--- src/rtl/fetch_window_pkg.sv ---
// fetch_window_pkg
//   Shared constants and types for the instruction prefetch window.
//   WINDOW_BYTES  : bytes presented to the decoder each cycle
//   MAX_INSTR_LEN : longest instruction the decoder may consume at once
//   byte_t        : one byte lane of the prefetch buffer
package fetch_window_pkg;

    localparam int WINDOW_BYTES  = 12;
    localparam int MAX_INSTR_LEN = 12;
    localparam int WORD_BYTES    = 4;

    typedef logic [7:0] byte_t;

    // A decoder-reported length is usable only if it is 1..MAX_INSTR_LEN.
    function automatic logic len_legal(input logic [3:0] len);
        return (len != 4'd0) && (len <= 4'(MAX_INSTR_LEN));
    endfunction

endpackage

--- src/rtl/fetch_window_shift.sv ---
// fetch_window_shift
//   Combinational next-state datapath for the prefetch buffer: drops the
//   consumed bytes off the bottom and appends an optional fetch word right
//   after the last byte that survives the consume.
//   buf_i     : current buffer, byte 0 oldest
//   fill_i    : number of valid bytes in buf_i
//   shamt_i   : bytes consumed this cycle (0 when nothing is consumed)
//   wr_en_i   : append wr_data_i this cycle
//   wr_data_i : fetch word, byte 0 in [7:0]
//   buf_o     : next buffer; every byte at or above the new fill is 0
module fetch_window_shift
    import fetch_window_pkg::*;
#(
    parameter int BUF_BYTES = 16,
    parameter int CNT_W     = 5
) (
    input  byte_t [BUF_BYTES-1:0] buf_i,
    input  logic  [CNT_W-1:0]     fill_i,
    input  logic  [3:0]           shamt_i,
    input  logic                  wr_en_i,
    input  logic  [31:0]          wr_data_i,
    output byte_t [BUF_BYTES-1:0] buf_o
);

    localparam int IDX_W = $clog2(BUF_BYTES);

    always_comb begin
        int               fill;
        int               base;
        int               src;
        int               off;
        logic [IDX_W-1:0] idx;
        logic [1:0]       lane;

        fill  = int'(fill_i);
        base  = fill - int'(shamt_i);
        src   = 0;
        off   = 0;
        idx   = '0;
        lane  = '0;
        buf_o = '0;

        for (int i = 0; i < BUF_BYTES; i++) begin
            // Surviving bytes slide down; anything past the old fill stays 0
            // so stale data never reappears on the decode window.
            src = i + int'(shamt_i);
            idx = IDX_W'(src);
            if (src < fill) begin
                buf_o[i] = buf_i[idx];
            end

            // The write lands on the four slots starting at the post-consume
            // fill. The caller guarantees those slots are inside the buffer.
            off  = i - base;
            lane = 2'(off);
            if (wr_en_i && (off >= 0) && (off < WORD_BYTES)) begin
                buf_o[i] = wr_data_i[{lane, 3'b000} +: 8];
            end
        end
    end

endmodule

--- src/rtl/fetch_window.sv ---
// fetch_window
//   Byte-granular instruction prefetch buffer. Fetch words enter at the top,
//   the decoder sees the oldest WINDOW_BYTES bytes and retires a variable
//   number of them per cycle. A redirect flushes everything and restarts at
//   a new address.
//   clk, rst_n            : clock, asynchronous active-low reset
//   redirect/redirect_eip : flush and restart address (highest priority)
//   fetch_data/valid      : incoming code word; fetch_ready is the accept
//   raw_instr/instr_valid : decode window and its full-window qualifier
//   instr_eip             : address of raw_instr byte 0
//   instr_len/accept      : decoder consume request
//   len_error             : sticky flag for an accept with an illegal length
//   fill_level            : valid byte count
module fetch_window
    import fetch_window_pkg::*;
#(
    parameter int BUF_BYTES = 16
) (
    input  logic        clk,
    input  logic        rst_n,
    input  logic        redirect,
    input  logic [31:0] redirect_eip,
    input  logic [31:0] fetch_data,
    input  logic        fetch_valid,
    output logic        fetch_ready,
    output logic [95:0] raw_instr,
    output logic        instr_valid,
    output logic [31:0] instr_eip,
    input  logic [3:0]  instr_len,
    input  logic        instr_accept,
    output logic        len_error,
    output logic [4:0]  fill_level
);

    localparam int CNT_W = $clog2(BUF_BYTES + 1);

    byte_t [BUF_BYTES-1:0] buf_q, buf_d, buf_shift;
    logic  [CNT_W-1:0]     fill_q, fill_d;
    logic  [31:0]          eip_q, eip_d;
    logic                  len_err_q, len_err_d;

    logic                  consume;
    logic                  len_bad;
    logic                  wr_en;
    logic  [3:0]           shamt;

    // Handshake/qualifiers come from registered fill only, so no input can
    // reach fetch_ready or instr_valid combinationally.
    assign fetch_ready = (fill_q <= CNT_W'(BUF_BYTES - WORD_BYTES));
    assign instr_valid = (fill_q >= CNT_W'(WINDOW_BYTES));
    assign raw_instr   = buf_q[WINDOW_BYTES-1:0];
    assign instr_eip   = eip_q;
    assign len_error   = len_err_q;
    assign fill_level  = 5'(fill_q);

    always_comb begin
        consume = instr_accept && instr_valid && !redirect && len_legal(instr_len);
        // Accepts against a partial window are silently dropped, not errors.
        len_bad = instr_accept && instr_valid && !len_legal(instr_len);
        // fetch_ready already leaves room for a full word even with no consume,
        // so a write can never push fill past BUF_BYTES.
        wr_en   = fetch_valid && fetch_ready && !redirect;
        shamt   = consume ? instr_len : 4'd0;
    end

    fetch_window_shift #(
        .BUF_BYTES (BUF_BYTES),
        .CNT_W     (CNT_W)
    ) u_shift (
        .buf_i     (buf_q),
        .fill_i    (fill_q),
        .shamt_i   (shamt),
        .wr_en_i   (wr_en),
        .wr_data_i (fetch_data),
        .buf_o     (buf_shift)
    );

    always_comb begin
        buf_d     = buf_shift;
        fill_d    = fill_q - CNT_W'(shamt) + (wr_en ? CNT_W'(WORD_BYTES) : '0);
        eip_d     = eip_q + {28'd0, shamt};
        len_err_d = len_err_q | len_bad;

        // Redirect overrides any same-cycle write, consume or length error.
        if (redirect) begin
            buf_d     = '0;
            fill_d    = '0;
            eip_d     = redirect_eip;
            len_err_d = 1'b0;
        end
    end

    always_ff @(posedge clk or negedge rst_n) begin
        if (!rst_n) begin
            buf_q     <= '0;
            fill_q    <= '0;
            eip_q     <= '0;
            len_err_q <= 1'b0;
        end else begin
            buf_q     <= buf_d;
            fill_q    <= fill_d;
            eip_q     <= eip_d;
            len_err_q <= len_err_d;
        end
    end

endmodule

--- config.mk ---
export PLATFORM = sky130hd
export DESIGN_NAME = fetch_window
export DESIGN_NICKNAME = d
export VERILOG_FILES = /design/src/rtl/fetch_window_pkg.sv /design/src/rtl/fetch_window_shift.sv /design/src/rtl/fetch_window.sv
export SDC_FILE = /design/constraint.sdc
export NUM_CORES = 1
export LEC_CHECK = 0
export CAP_MARGIN = 20
export CORE_ASPECT_RATIO = 0.5
export CORE_MARGIN = 10
export CORE_UTILIZATION = 50
export DETAILED_ROUTE_END_ITERATION = 10
export PLACE_DENSITY = 0.77
export SLEW_MARGIN = 15
export SYNTH_ARGS = -nofsm -noshare
export SYNTH_HDL_FRONTEND = slang
export SYNTH_SLANG_ARGS = --single-unit
export TNS_END_PERCENT = 50
--- constraint.sdc ---
create_clock -name clk -period 7.2 [get_ports clk]
set_clock_uncertainty 0.1 [all_clocks]
set_input_delay 1.8 -clock clk [delete_from_list [all_inputs] [get_ports clk]]
set_output_delay 1.8 -clock clk [all_outputs]
set_load 0.05 [all_outputs]
==> results of run 1 <==
[registers in the layout (all words and copies together) (netlist names)]
register    count
buf_q          32
fill_level      5
instr_eip      32
len_error       1
raw_instr      96
[worst register-to-register path, cell delays in order, from the launching register on]
cell	delay, ns
dfrtp_1	0.56
a21oi_2	0.47
inv_2	0.20
nand4_1	0.23
buf_4	0.18
inv_2	0.05
fa_1	0.44
o21bai_2	0.34
a211oi_2	0.16
o32ai_2	0.74
o21ai_0	0.30
inv_1	0.11
ha_1	0.27
a31oi_1	0.11
ha_1	0.32
nor4b_1	0.24
nand2_1	0.09
nor3_1	0.21
o2111a_1	0.24
buf_4	0.23
mux2_2	0.39
[per-stage QoR]
stage | hold slack, ns | cells | cell area (µm²) | utilization [%] | power, mW
floorplan | 0.6877 | 2100 | 19810 | - | 4.026
global placement | 0.3788 | 2686 | 21850 | 56.13 | 5.176
detailed placement | 0.3966 | 2686 | 21850 | 56.13 | 5.295
CTS | 0.4127 | 2718 | 22410 | 57.56 | 6.222
global route | 0.4815 | 2720 | 22420 | 57.60 | 6.827
finish | 0.4127 | 2720 | 22420 | 57.60 | 6.281
[cells in the final DEF, fill, tap and decap left out, drive strengths merged, types with 8 or more instances in the layout]
| cell | netlist | routed |
|---|---|---|
| mux2i | 204 | 204 |
| nor2 | 88 | 88 |
| a22oi | 23 | 23 |
| mux2 | 99 | 99 |
| o21a | 9 | 9 |
| xor2 | 10 | 10 |
| nor4b | 11 | 11 |
| nor3 | 18 | 18 |
| mux4 | 96 | 96 |
| nand4b | 9 | 9 |
| or2 | 10 | 10 |
| buf | 144 | 84 |
| a21boi | 10 | 10 |
| a21oi | 61 | 61 |
| nand2 | 176 | 176 |
| ha | 161 | 161 |
| clkinv | 3 | 10 |
| nand4 | 20 | 20 |
| a21o | 12 | 12 |
| o2bb2ai | 19 | 19 |
| o22ai | 103 | 103 |
| o221ai | 21 | 21 |
| a2bb2oi | 42 | 42 |
| inv | 86 | 91 |
| a31oi | 11 | 11 |
| o21ai | 95 | 95 |
| clkbuf | 87 | 20 |
| dfrtp | 166 | 166 |
| nor4 | 16 | 16 |
| xnor2 | 35 | 35 |
| clkdlybuf4s50 | 0 | 204 |
| a211oi | 16 | 16 |
| nand2b | 17 | 17 |
| and2 | 14 | 14 |
| nand3 | 38 | 38 |
| o211ai | 24 | 24 |
| or3b | 8 | 8 |
| nor2b | 38 | 38 |
| a32o | 8 | 8 |
| and3 | 10 | 10 |
[cell families after synthesis]
| logic type | Yosys count |
|---|---|
| simple gates | 502 |
| compound gates | 501 |
| mux | 399 |
| buf+inv | 320 |
| fa+ha+maj | 166 |
| flops | 166 |
| xor+xnor | 46 |
[path summary, 6_finish.rpt]
path                                          from                 endpoint  slack, ns  cells past startpoint
setup / recovery                      instr_len[3]     buf_q[119]$_DFF_PN0_       0.30                     20
hold reg to reg                len_error$_DFF_PN0_      len_error$_DFF_PN0_       0.41                      2
setup reg to reg           fill_level[4]$_DFF_PN0_     buf_q[119]$_DFF_PN0_       1.13                     20
min in group asynchronous                    rst_n  raw_instr[78]$_DFF_PN0_       1.26                      1
hold / removal                 len_error$_DFF_PN0_      len_error$_DFF_PN0_       0.41                      2
max in group asynchronous                    rst_n  instr_eip[26]$_DFF_PN0_       4.46                      2
[per-layer routing]
layer	wire, µm	track usage [%]
met1	28230	36.50
met2	33250	46.64
met3	5927	5.368
met4	3776	13.90
met5	0	0
[layout make-up]
| cell class | count | area, µm² |
|---|---|---|
| well taps | 530 | 663.1 |
| fillers | 3398 | 16500 |
| clock buffers | 19 | 442.9 |
| inverters | 89 | 340.3 |
| repair buffers | 289 | 2681 |
| multi-input cells | 1614 | 14020 |
| flip-flops and latches | 166 | 4154 |
| clock inverters | 13 | 115.1 |
[power breakdown]
group          switching (mW)  internal, mW
combinational            2.59          1.70
clock                   0.459         0.462
sequential             0.0879         0.980
total                    3.14          3.14
==> impl_summary.log, run 1 <==
INFO  metric gp_routability_congestion = 0.9928
INFO  metric crit_buf_inv = 5
INFO  metric hold_buffers = 0
INFO  metric ctsLongestPathBuffers = 2
INFO  metric die_height = 160.6 µm
INFO  metric worst_slew_pin_slew = 1.040 ns
INFO  metric maxClockFrequency = 144.9 MHz
INFO  metric cpPeakStageDelay = 0.74 ns
INFO  metric slowest_stage = o32ai_2
INFO  metric critical_path.top_delay_family = compound AO/OA/AOI/OAI gates
INFO  metric clock-root-buffer = clkbuf_16
INFO  metric critical_path_peak_fanout = 9
INFO  metric synth-warning-count = 0
INFO  metric fin_setup_tns = 0 ns
INFO  metric postSynth.asyncResetShare = 100.0%
INFO  metric dp_worst_setup_slack = -0.05623 ns
INFO  metric pin_count_of_the_biggest_net_entering_global_routing = 108
INFO  metric wirelength = 71,190 µm
INFO  metric grt.total_usage = 28.76%
INFO  metric routed_wire_length_per_instance = 26.17 µm
INFO  metric detailedRoute.firstPassIterationCount = 7
INFO  metric tritoncts = done
INFO  metric numCtsBuffers = 17
INFO  metric synth_compound_area_share = 17.62%
INFO  metric nNetsFinal = 2,415
INFO  metric final_number_of_setup_violating_endpoints = 0
INFO  metric finalHoldViolations = 0
INFO  metric dpl.hpwl = 55,390 µm
INFO  metric sequential_share_of_the_synthesized_area = 21.02%
INFO  metric synth_top_cell_by_area = dfrtp_1
INFO  metric cts.sinks = 166
INFO  metric globalRoute.totalOverflow = 0
INFO  metric drc = 0
INFO  metric synth_flop_cell = dfrtp_1
INFO  metric maxSlewHeadroom = 30.68%
INFO  metric num_vias = 18,260
INFO  metric timing_max_transition_violations_final = 0
INFO  metric global_route_wire_length_before_repair = 109,600 µm
INFO  metric io_buffers = 208
INFO  metric grt_antenna_before_repair = 0
INFO  metric cts_max_level = 4
INFO  metric std_cell_rows = 51
INFO  metric floorplan.io_pins = 209
INFO  metric cp_data_arrival_time = 7.16 ns
INFO  metric antenna_cells_inserted = 0
INFO  metric design.die.area = 48,370 µm²
INFO  metric synth_edf_count = 0
INFO  metric end_kind = flip-flop
INFO  metric floorplan.core_area = 38,920 µm²
INFO  metric via_count_of_the_first_global_routing_pass = 18,090
INFO  metric postCtsSetupRepairBufs = 0
INFO  metric critical_path.cell_chain = clkdlybuf4s50_1, nand2_1, nand4_1, buf_4, inv_2, fa_1, o21bai_2, a211oi_2, o32ai_2, o21ai_0, inv_1, ha_1, a31oi_1, ha_1, nor4b_1, nand2_1, nor3_1, o2111a_1, buf_4, mux2_2
INFO  metric fp.dieW = 301.2 µm
INFO  metric dr.first_iter.drc_count = 2,402
INFO  metric hp_class = reg2reg
INFO  metric synthCells = 2,100
INFO  metric synth-simple-area-share = 13.07%
INFO  metric synthMostInstantiatedCell = mux2i_1
INFO  metric unrepaired_setup_endpoints_after_global_routing = no
INFO  metric synth_mux_area_share = 26.91%
INFO  metric yosysUniqueCellTypes = 91
INFO  metric syn2layout_area_growth = 13.44%
INFO  metric ys_ff_latch = 166
INFO  metric drv.max_cap_violation_count = 0
INFO  metric worst_slack = 0.2975 ns
INFO  metric number_of_antenna_violating_nets_in_the_routed_design = 0
INFO  metric power.leakage = 9.537 nW
INFO  metric share_of_the_synthesized_netlist_area_taken_by_xor_and_xnor_gates = 2.469%
INFO  metric synthesis.area_per_instance = 9.412 µm²
INFO  metric outcome = complete, no violations
INFO  metric floorplan.initialDensity = 50.78%
INFO  metric layout_worst_path_cycle_share = 95.87%
INFO  metric avgViaCountPerCell = 6.713
INFO  metric p_per_cell_area = 280.1 nW/µm²
INFO  metric synth.top_cells.by_count = 204 x mux2i_1, 176 x nand2_1, 166 x dfrtp_1
INFO  metric clkSlewWorstSetupHoldPaths = 0.08 ns
INFO  metric synth_top_family_by_area = multiplexers
INFO  metric post_synth_main_area_contributors = dfrtp_1 21%, mux4_2 11%, mux2i_1 10%, ha_1 10%, mux2_2 5.6%
INFO  metric timing.critical_path.from_type = primary input
INFO  metric vdd_drop_max = 0.1911 mV
INFO  metric drive_above_1_share = 16.71%
INFO  metric cts_resized = 0
INFO  metric clkLatencyLatePin = 0.46 ns
INFO  metric postSynthNetCount = 2,338
INFO  metric crit_required = 7.45 ns
INFO  metric synth_fa_ha_area_share = 10.65%
INFO  metric syn_area = 19,770 µm²
INFO  metric post-route-min-period = 6.902 ns
INFO  metric synth_top_area_share = 21.02%
INFO  metric worst-setup-path-type = in2reg
Power figures use the tool's default switching activity.
==> run 2: changes to the inputs <==
--- a/config.mk
+++ b/config.mk
@@ -9,8 +9,10 @@
 export CORE_ASPECT_RATIO = 0.5
 export CORE_MARGIN = 10
 export CORE_UTILIZATION = 50
+export CTS_BUF_LIST = sky130_fd_sc_hd__clkbuf_8
 export DETAILED_ROUTE_END_ITERATION = 10
-export PLACE_DENSITY = 0.77
+export DONT_BUFFER_PORTS = 1
+export PLACE_DENSITY = 0.7
 export SLEW_MARGIN = 15
 export SYNTH_ARGS = -nofsm -noshare
 export SYNTH_HDL_FRONTEND = slang
==> run 2 against run 1 <==
  * Cell count fell by 8.6%
  * Largest cell class unchanged
  * Via count fell by 4.2%
  * Utilization decreased by 6.2 points
  * Die area unchanged
  * Highest routed layer unchanged
  * Critical path depth shrank 2
  * Global-route usage down 0.99 points
  * Count of clock-buffer cells in the layout is the same
  * Cell area decreased by 11%
==> impl_summary.log, run 2 (same netlist as run 1, synthesis figures left out) <==
INFO  metric critical_path.top_delay_family = simple AND/OR/NAND/NOR gates
INFO  metric end_kind = flip-flop
INFO  metric power.leakage = 8.580 nW (-10%)
INFO  metric avgViaCountPerCell = 7.033 (+4.8%)
INFO  metric p_total = 5.855 mW (-6.8%)
INFO  metric worst-setup-path-type = in2reg
INFO  metric detailedRoute.firstPassIterationCount = 6 (-1)
INFO  metric routed_wire_length_per_instance = 27.83 µm (+6.3%)
INFO  metric total_area_of_multi_input_combinational_cells = 14,020 µm² (unchanged)
INFO  metric highest-signal-layer = met4
INFO  metric routed-wl-met2 = 32,340 µm (-2.7%)
INFO  metric p_per_cell_area = 292.5 nW/µm² (+4.4%)
INFO  metric cts_max_level = 4 (unchanged)
INFO  metric cp_data_arrival_time = 6.90 ns (-0.26 ns)
INFO  metric power_frac_seq = 20.7% (+3.7 points)
INFO  metric finalHoldViolations = 0 (unchanged)
INFO  metric outcome = complete, no violations
INFO  metric layout_worst_path_cycle_share = 92.06% (-3.8 points)
INFO  metric num_vias = 17,490 (-4.2%)
INFO  metric clkLatencyLatePin = 0.52 ns (+0.06 ns)
INFO  metric hold_ws = 0.7541 ns (+0.3414 ns)
INFO  metric drc = 0 (unchanged)
INFO  metric maxClockFrequency = 150.9 MHz (+4.1%)
INFO  metric post-route-min-period = 6.628 ns (-0.2740 ns)
INFO  metric final_cell_mix = 204 x mux2i_1, 175 x nand2_1, 166 x dfrtp_1
INFO  metric vdd_drop_max = 0.1960 mV (+2.6%)
INFO  metric crit_buf_inv = 1 (-4)
INFO  metric die_height = 160.6 µm (unchanged)
INFO  metric largest_reg_flops = 96 (unchanged)
INFO  metric cts_resized = 0 (unchanged)
INFO  metric hold_buffers = 0 (unchanged)
INFO  metric gp_routability_congestion = 1.000 (+0.77%)
INFO  metric io_buffers = 0 (-100%)
INFO  metric critical_path_peak_fanout = 121 (+112)
INFO  metric register_area = 4154 µm² (unchanged)
INFO  metric grt.total_usage = 27.77% (-0.99 points)
INFO  metric fp.dieW = 301.2 µm (unchanged)
INFO  metric critical_path.cell_chain = nor2b_1, nand4_1, ha_1, nor3_1, nor2_1, nor4_1, or3_1, nand2_1, inv_1, ha_1, a31oi_1, ha_1, nor4bb_1, nand2_1, or4_1, a221o_1, nand2_2, o22ai_1
INFO  metric worst_slew_pin_slew = 1.192 ns (+0.1518 ns)
INFO  metric dpl.hpwl = 53,000 µm (-4.3%)
INFO  metric switching_share = 51.78% (+1.8 points)
INFO  metric cp_common_cell = ha_1
INFO  metric layout.filler_cells = 3,527 (+3.8%)
INFO  metric crit_required = 7.47 ns (+0.02 ns)
INFO  metric hp_class = reg2reg
INFO  metric slowest_stage = a221o_1
INFO  metric floorplan.initialDensity = 50.78% (unchanged)
INFO  metric grt_antenna_before_repair = 1 (+1)
INFO  metric maxSlewHeadroom = 20.19% (-10 points)
INFO  metric internal_power = 2.823 mW (-10%)
INFO  metric tritoncts = done
INFO  metric global_route_wire_length_before_repair = 105,100 µm (-4.2%)
INFO  metric clkSlewWorstSetupHoldPaths = 0.10 ns (+0.02 ns)
INFO  metric cts.sinks = 166 (unchanged)
INFO  metric syn2layout_area_growth = 1.278%
INFO  metric layout.cells.most_common = mux2i_1
INFO  metric via_count_of_the_first_global_routing_pass = 16,920 (-6.5%)
INFO  metric floorplan.io_pins = 209 (unchanged)
INFO  metric drive_above_1_share = 17.23% (+0.52 points)
INFO  metric final_number_of_setup_violating_endpoints = 0 (unchanged)
INFO  metric nNetsFinal = 2,181 (-9.7%)
INFO  metric wl_met3 = 5745 µm (-3.1%)
INFO  metric dr.first_iter.drc_count = 1,928 (-20%)
INFO  metric number_of_antenna_violating_nets_in_the_routed_design = 0 (unchanged)
INFO  metric floorplan.core_area = 38,920 µm² (unchanged)
INFO  metric fin_setup_tns = 0 ns (unchanged)
INFO  metric std_cell_rows = 51 (unchanged)
INFO  metric pwr-share-comb = 66.6% (-1.7 points)
INFO  metric timing.critical_path.from_type = primary input
INFO  metric design.die.area = 48,370 µm² (unchanged)
INFO  metric wirelength = 69,210 µm (-2.8%)
INFO  metric timing_max_transition_violations_final = 0 (unchanged)
INFO  metric cpPeakStageDelay = 0.49 ns (-0.25 ns)
INFO  metric clock-root-buffer = clkbuf_8
INFO  metric unrepaired_setup_endpoints_after_global_routing = no
INFO  metric numCtsBuffers = 17 (unchanged)
INFO  metric globalRoute.totalOverflow = 0 (unchanged)
INFO  metric pin_count_of_the_biggest_net_entering_global_routing = 167 (+55%)
INFO  metric drv.max_cap_violation_count = 0 (unchanged)
INFO  metric power_frac_clock = 12.7% (-2.0 points)
INFO  metric postCtsSetupRepairBufs = 0 (unchanged)
INFO  metric switching_power = 3.032 mW (-3.3%)
INFO  metric met1_routed_wirelength_after_detailed_routing = 26,690 µm (-5.5%)
INFO  metric ctsLongestPathBuffers = 2 (unchanged)
-- run 2: final timing paths --
path	from	end	slack (ns)	cells past startpoint
hold / removal	len_error$_DFF_PN0_	len_error$_DFF_PN0_	0.75	2
min in group asynchronous	rst_n	raw_instr[55]$_DFF_PN0_	0.87	0
setup reg to reg	fill_level[3]$_DFF_PN0_	buf_q[114]$_DFF_PN0_	0.72	17
max in group asynchronous	rst_n	buf_q[108]$_DFF_PN0_	5.83	0
setup / recovery	redirect	raw_instr[38]$_DFF_PN0_	0.57	18
hold reg to reg	len_error$_DFF_PN0_	len_error$_DFF_PN0_	0.75	2
-- run 2: worst register-to-register path: cells and delay by family, from the launching register on --
kind,cells,cell delay [ns]
and+or+nand+nor,7,2.02
AOI/OAI and AO/OA,3,1.35
adders and majority gates,3,0.87
DFF,1,0.65
buffers and inverters,2,0.50
xor gates and xnor gates,1,0.48
muxes,1,0.41
-- run 2: power groups by stage --
| stage | combinational [mW] | sequential [mW] | clock (mW) |
|---|---|---|---|
| after floorplan | 2.90 | 1.13 | 0 |
| after global placement | 3.73 | 1.23 | 0 |
| after detailed placement | 3.83 | 1.23 | 0 |
| after CTS | 3.85 | 1.21 | 0.747 |
| after global routing | 4.36 | 1.21 | 0.788 |
| final | 3.90 | 1.21 | 0.746 |
-- run 2: cell type report --
class / instances / share of cell area [%]
multi-input combinational: 1614 / 70.06
sequential: 166 / 20.75
tap: 530 / 3.313
timing repair buffer: 55 / 2.100
inverter: 89 / 1.700
clock buffer: 19 / 1.306
clock inverter: 13 / 0.7563
antenna: 1 / 0.01250
-- run 2: per-layer routing --
metal  GRT usage [%]  up-vias
li1                -     7589
met1           34.20     8614
met2           45.17     1031
met3           5.502      258
met4           15.47        0
met5               0        -
-- run 2: metrics by stage --
stage,std cells,utilization [%],instance area [µm²],setup WS (ns)
after floorplan,2100,-,19810,0.02723
after global placement,2452,50.30,19580,0.3770
after detailed placement,2452,50.30,19580,0.2283
after CTS,2484,51.36,19990,0.7467
after global routing,2487,51.43,20020,0.1897
final,2487,51.43,20020,0.5715
